==> config.mk <==
export PLATFORM = sky130hd
export DESIGN_NAME = pwm_speed_ctrl
export DESIGN_NICKNAME = d
export VERILOG_FILES = /design/src/rtl/pwm_ctrl_pkg.sv /design/src/rtl/btn_sync_edge.sv /design/src/rtl/pwm_speed_ctrl.sv
export SDC_FILE = /design/constraint.sdc
export NUM_CORES = 1
export LEC_CHECK = 0
export CAP_MARGIN = 20
export CORE_MARGIN = 4
export CORE_UTILIZATION = 60
export DETAILED_ROUTE_END_ITERATION = 12
export PLACE_DENSITY = 0.89
export RECOVER_POWER = 25
export REMOVE_ABC_BUFFERS = 1
export SLEW_MARGIN = 0
export SYNTH_ARGS = -nofsm -noshare
export SYNTH_HDL_FRONTEND = slang
export SYNTH_SLANG_ARGS = --single-unit
==> constraint.sdc <==
create_clock -name clk -period 8.3 [get_ports clk]
set_clock_uncertainty 0.15 [all_clocks]
set_input_delay 1.66 -clock clk [delete_from_list [all_inputs] [get_ports clk]]
set_output_delay 1.66 -clock clk [all_outputs]
set_load 0.01 [all_outputs]
==> src/rtl/pwm_ctrl_pkg.sv <==
// Shared state encoding and default parameters for the PWM speed sequencer.
package pwm_ctrl_pkg;

  typedef enum logic [1:0] {
    ST_IDLE = 2'd0,
    ST_RAMP = 2'd1,
    ST_RUN  = 2'd2,
    ST_STOP = 2'd3
  } state_t;

  localparam int unsigned DEF_PWM_W      = 8;
  localparam int unsigned DEF_START_DUTY = 64;
  localparam int unsigned DEF_STEP       = 16;
  localparam int unsigned DEF_RAMP_DIV   = 1024;

endpackage

==> src/rtl/btn_sync_edge.sv <==
// Push-button conditioner: 2-FF synchroniser plus single-cycle rising-edge pulse.
// A button already held when reset releases stays disarmed until it is seen low,
// so presses in flight across reset never produce an event.
module btn_sync_edge (
  input  logic clk,
  input  logic rst,
  input  logic btn,
  output logic rise_c
);

  logic       sync1;
  logic       sync2;
  logic       prev;
  logic       armed;
  logic [1:0] vld;

  // Synchroniser, edge history and post-reset arming
  always_ff @(posedge clk) begin
    if (rst) begin
      sync1 <= 1'b0;
      sync2 <= 1'b0;
      prev  <= 1'b0;
      armed <= 1'b0;
      vld   <= 2'b00;
    end else begin
      sync1 <= btn;
      sync2 <= sync1;
      prev  <= sync2;
      vld   <= {vld[0], 1'b1};
      armed <= armed | (vld[1] & ~sync2);
    end
  end

  assign rise_c = armed & sync2 & ~prev;

endmodule

==> src/rtl/pwm_speed_ctrl.sv <==
// Button-driven motor speed sequencer: target/ramp FSM with slew-limited duty
// and a glitch-free shadowed PWM generator.
module pwm_speed_ctrl
  import pwm_ctrl_pkg::*;
#(
  parameter int unsigned PWM_W      = DEF_PWM_W,
  parameter int unsigned START_DUTY = DEF_START_DUTY,
  parameter int unsigned STEP       = DEF_STEP,
  parameter int unsigned RAMP_DIV   = DEF_RAMP_DIV
) (
  input  logic             clk,
  input  logic             rst,
  input  logic             btn_start,
  input  logic             btn_stop,
  input  logic             btn_increase,
  input  logic             btn_decrease,
  output logic             motor_pwm,
  output logic             motor_running,
  output logic [PWM_W-1:0] duty_target,
  output logic [PWM_W-1:0] duty_current,
  output logic             ramping
);

  localparam int unsigned      PRESC_W    = (RAMP_DIV > 1) ? $clog2(RAMP_DIV) : 1;
  localparam logic [PWM_W-1:0] MAX_DUTY   = {PWM_W{1'b1}};
  localparam logic [PWM_W:0]   STEP_X     = (PWM_W+1)'(STEP);
  localparam logic [PWM_W-1:0] START_D    = PWM_W'(START_DUTY);
  localparam logic [PRESC_W-1:0] PRESC_LAST = PRESC_W'(RAMP_DIV - 1);

  logic ev_start;
  logic ev_stop;
  logic ev_inc;
  logic ev_dec;

  state_t             state;
  state_t             state_nxt;
  logic [PWM_W-1:0]   target_nxt;
  logic [PWM_W-1:0]   current_nxt;
  logic [PRESC_W-1:0] presc;
  logic               tick_c;
  logic [PWM_W:0]     inc_sum;
  logic [PWM_W-1:0]   inc_val;
  logic [PWM_W-1:0]   dec_val;
  logic [PWM_W-1:0]   pwm_cnt;
  logic [PWM_W-1:0]   pwm_shadow;

  btn_sync_edge u_start (.clk(clk), .rst(rst), .btn(btn_start),    .rise_c(ev_start));
  btn_sync_edge u_stop  (.clk(clk), .rst(rst), .btn(btn_stop),     .rise_c(ev_stop));
  btn_sync_edge u_inc   (.clk(clk), .rst(rst), .btn(btn_increase), .rise_c(ev_inc));
  btn_sync_edge u_dec   (.clk(clk), .rst(rst), .btn(btn_decrease), .rise_c(ev_dec));

  assign tick_c = ((state == ST_RAMP) || (state == ST_STOP)) && (presc == PRESC_LAST);

  // Saturating target arithmetic, computed one bit wider so increase cannot wrap
  always_comb begin
    inc_sum = {1'b0, duty_target} + STEP_X;
    inc_val = (inc_sum > {1'b0, MAX_DUTY}) ? MAX_DUTY : inc_sum[PWM_W-1:0];
    dec_val = ({1'b0, duty_target} < STEP_X) ? '0 : PWM_W'({1'b0, duty_target} - STEP_X);
  end

  // Next state, next target and next applied duty (stop > start > inc/dec)
  always_comb begin
    state_nxt   = state;
    target_nxt  = duty_target;
    current_nxt = duty_current;

    if (tick_c) begin
      if (duty_current < duty_target) begin
        current_nxt = duty_current + PWM_W'(1);
      end else if (duty_current > duty_target) begin
        current_nxt = duty_current - PWM_W'(1);
      end
    end

    case (state)
      ST_IDLE: begin
        if (ev_start && !ev_stop) begin
          state_nxt  = ST_RAMP;
          target_nxt = START_D;
        end
      end
      ST_RAMP, ST_RUN: begin
        if (ev_stop) begin
          state_nxt  = ST_STOP;
          target_nxt = '0;
        end else begin
          if (!ev_start && (ev_inc ^ ev_dec)) begin
            target_nxt = ev_inc ? inc_val : dec_val;
          end
          state_nxt = (current_nxt == target_nxt) ? ST_RUN : ST_RAMP;
        end
      end
      ST_STOP: begin
        if (current_nxt == '0) begin
          state_nxt = ST_IDLE;
        end
      end
      default: state_nxt = ST_IDLE;
    endcase
  end

  // State, duty registers and registered status outputs
  always_ff @(posedge clk) begin
    if (rst) begin
      state         <= ST_IDLE;
      duty_target   <= '0;
      duty_current  <= '0;
      motor_running <= 1'b0;
      ramping       <= 1'b0;
    end else begin
      state         <= state_nxt;
      duty_target   <= target_nxt;
      duty_current  <= current_nxt;
      motor_running <= (state_nxt != ST_IDLE);
      ramping       <= (state_nxt == ST_RAMP) || (state_nxt == ST_STOP);
    end
  end

  // Ramp prescaler: runs only while ramping, keeps its phase across redirects
  always_ff @(posedge clk) begin
    if (rst || !((state == ST_RAMP) || (state == ST_STOP))) begin
      presc <= '0;
    end else if (tick_c) begin
      presc <= '0;
    end else begin
      presc <= presc + PRESC_W'(1);
    end
  end

  // PWM counter, shadow duty reloaded at wrap, registered comparator output
  always_ff @(posedge clk) begin
    if (rst) begin
      pwm_cnt    <= '0;
      pwm_shadow <= '0;
      motor_pwm  <= 1'b0;
    end else begin
      pwm_cnt   <= pwm_cnt + PWM_W'(1);
      motor_pwm <= (pwm_cnt < pwm_shadow);
      if (pwm_cnt == MAX_DUTY) begin
        pwm_shadow <= duty_current;
      end
    end
  end

endmodule

==> flow_summary.json <==
{
  "outcome": "finished with violations",
  "violations": "max-capacitance violations, max-slew violations",
  "n_antenna_cell": 0,
  "worst_skew_pair.late_latency_ns": 0.35,
  "drc": 0,
  "drt_wl_total_um": 8470,
  "use_met2": 0.402,
  "antenna_left": 0,
  "coreArea_mm2": 0.00564,
  "yosysMostFrequentCell": "dfxtp_1",
  "finalHoldViolCount": 0,
  "grt_pass1_vias": 3110,
  "synthTopCellsByArea": "dfxtp_1, ha_1, nor2_1",
  "clockBufferDepth": 2,
  "internal-power_uw": 511,
  "tightest_slew_ns": 2.33,
  "crit_chain": "clkbuf_1, inv_1, o21ai_0, nand2b_1, nor2_1",
  "min_path_type": "register to register",
  "cts_root_buf": "clkbuf_8",
  "placed_area_mm2": 0.00385,
  "fmax_mhz": 235,
  "p_switching_uw": 187,
  "slew_violations": 54,
  "yosys.area.top_type": "dfxtp_1",
  "yosys_most_used_dff": "dfxtp_1",
  "post-place-ws_ns": 4.46,
  "cp.required_ns": 8.37,
  "fin_area_mm2": 0.00405,
  "slew_headroom": -0.554,
  "synth_edf_count": 0,
  "post-route-period-util": 0.513,
  "seq_area_frac_synth": 0.358,
  "async_flop_share": 0,
  "finalCriticalPeriod_ns": 4.26,
  "setup_viol": 0,
  "drv_cap": 1,
  "path_delay_family": "buffers and inverters",
  "hold_buffers": 0,
  "cp_slowest_stage_delay_ns": 1.63,
  "avgSynthCellArea_um2": 8.26,
  "crit_slowest_cell": "clkbuf_1",
  "synthesis.area_mm2": 0.00358,
  "power.share.switching": 0.268,
  "path_clk_slew_ns": 0.07,
  "cp-start-kind": "input port",
  "end_kind": "register",
  "grt_setup_unrepaired": "false",
  "finish.utilization": 0.718,
  "yosysWarnings": 0,
  "synth_top_area_share": 0.358,
  "drive_above_1_share": 0.0584,
  "cts_setup_buffers": 0,
  "power_frac_comb": 0.138,
  "dr.pass1.iters": 6,
  "crit_buf_inv": 2,
  "busiest_layer": "met2",
  "synthTopCellsByCount": "dfxtp_1, nor2_1, a21oi_1, inv_1, nand2_1",
  "grt_usage": 0.245,
  "worstPathMaxFanout": 53,
  "io_pins": 25,
  "viasPerCell": 6.08,
  "place_congestion": 0.984,
  "grt_pass1_wl_um": 14400,
  "synthCells": 433,
  "antenna_found_initial": 0,
  "die_x_um": 85.2,
  "irDropWorstVdd_uv": 204,
  "power_per_cell_area_mw_per_mm2": 172,
  "area_delta_synth_final_pct": 13.3,
  "numCtsBuffers": 9,
  "cts_resized": 0,
  "via_count": 3246,
  "wl_per_cell_um": 15.9,
  "arrival_ns": 4.33,
  "dieHeight_um": 85.2,
  "grt_max_degree": 54,
  "path_class": "input port to register",
  "io_buffers": 24,
  "num_rows": 27,
  "start_util": 0.634,
  "p_leak_uw": 0.00143,
  "first_iter_violations": 269,
  "fin_ws_ns": 4.04,
  "hold_ws_ns": 0.289,
  "tns_ns": 0,
  "ys_ff_latch": 64,
  "clock-sinks": 64,
  "p_seq_frac": 0.472,
  "nets": 488,
  "gr-total-overflow": 0,
  "grt.met1_usage": 0.300,
  "power_frac_clock": 0.390,
  "gr-usage-met3": 0.0602,
  "cts_tree": "done",
  "post-dp-hpwl_um": 6110,
  "ys_types": 59,
  "dieArea_mm2": 0.00726,
  "htree_levels": 3
}
==> cells in the final DEF, fill, tap and decap left out, types with 5 or more instances in the layout <==
cell type        count
or3_1                9
xnor2_1              6
o21ai_0             20
nand2_1             30
nand4_1              7
nand2b_1             5
ha_1                25
nor2_1              52
a21oi_1             30
inv_1               30
clkdlybuf4s50_1     23
o211ai_1             8
clkbuf_8            11
nand3_1             17
xor2_1               9
nor2b_1             13
nor4_1               5
nor3_1              13
and3_1               6
dfxtp_1             64
mux2i_1              8
==> registers in the layout (all words and copies together), names as in the netlist, 2 cells and up <==
name	count
presc	10
duty_current	8
duty_target	8
pwm_cnt	8
pwm_shadow	8
state	2
==> metrics by stage <==
stage	std cells	power [uW]
4_1_cts	533	701
6_report	534	698
3_3_place_gp	517	425
2_1_floorplan	421	396
5_1_grt	534	728
3_5_place_dp	517	431
==> power groups by stage <==
stage | clock (uW) | combinational [uW] | sequential (uW)
5_1_grt | 290 | 107 | 331
6_report | 272 | 96.1 | 330
3_3_place_gp | 0 | 89.2 | 336
4_1_cts | 277 | 95.1 | 330
3_5_place_dp | 0 | 94.7 | 336
2_1_floorplan | 0 | 59.9 | 336
==> cell type report <==
| class | instances | area, um2 |
|---|---|---|
| clock buffers | 13 | 159 |
| clock inverters | 3 | 40.0 |
| fillers | 467 | 1590 |
| inverters | 30 | 113 |
| multi-input cells | 327 | 2130 |
| flip-flops and latches | 64 | 1280 |
| well taps | 72 | 90.1 |
| repair buffers | 25 | 239 |
==> per-layer routing <==
layer	share of wire	wire, um	up-vias
met5	0	0	-
met4	0.027	229	0
met3	0.068	579	26
met2	0.48	4070	123
met1	0.42	3590	1507
li1	-	-	1590
==> path summary, 6_finish.rpt <==
check | from | endpoint | slack, ns | cells past startpoint
worst max register to register | duty_target[7] | motor_running | 4.41 | 11
worst min-delay path | u_dec.vld[0] | u_start.vld[1] | 0.29 | 1
worst min register to register | u_dec.vld[0] | u_start.vld[1] | 0.29 | 1
worst max-delay path | rst | presc[3] | 4.04 | 5
==> logic make-up (layout without fill, tap and decap cells) <==
| logic type | after synthesis | in the layout | share of synthesized area |
|---|---|---|---|
| and+or+nand+nor | 179 | 179 | 0.259 |
| AOI/OAI and AO/OA | 99 | 99 | 0.186 |
| DFF | 64 | 64 | 0.358 |
| buffers and inverters | 42 | 71 | 0.0465 |
| adders and majority gates | 25 | 25 | 0.0875 |
| xor gates and xnor gates | 15 | 15 | 0.0367 |
| muxes | 9 | 9 | 0.0255 |
No activity file was read; power rests on OpenSTA's default activity.
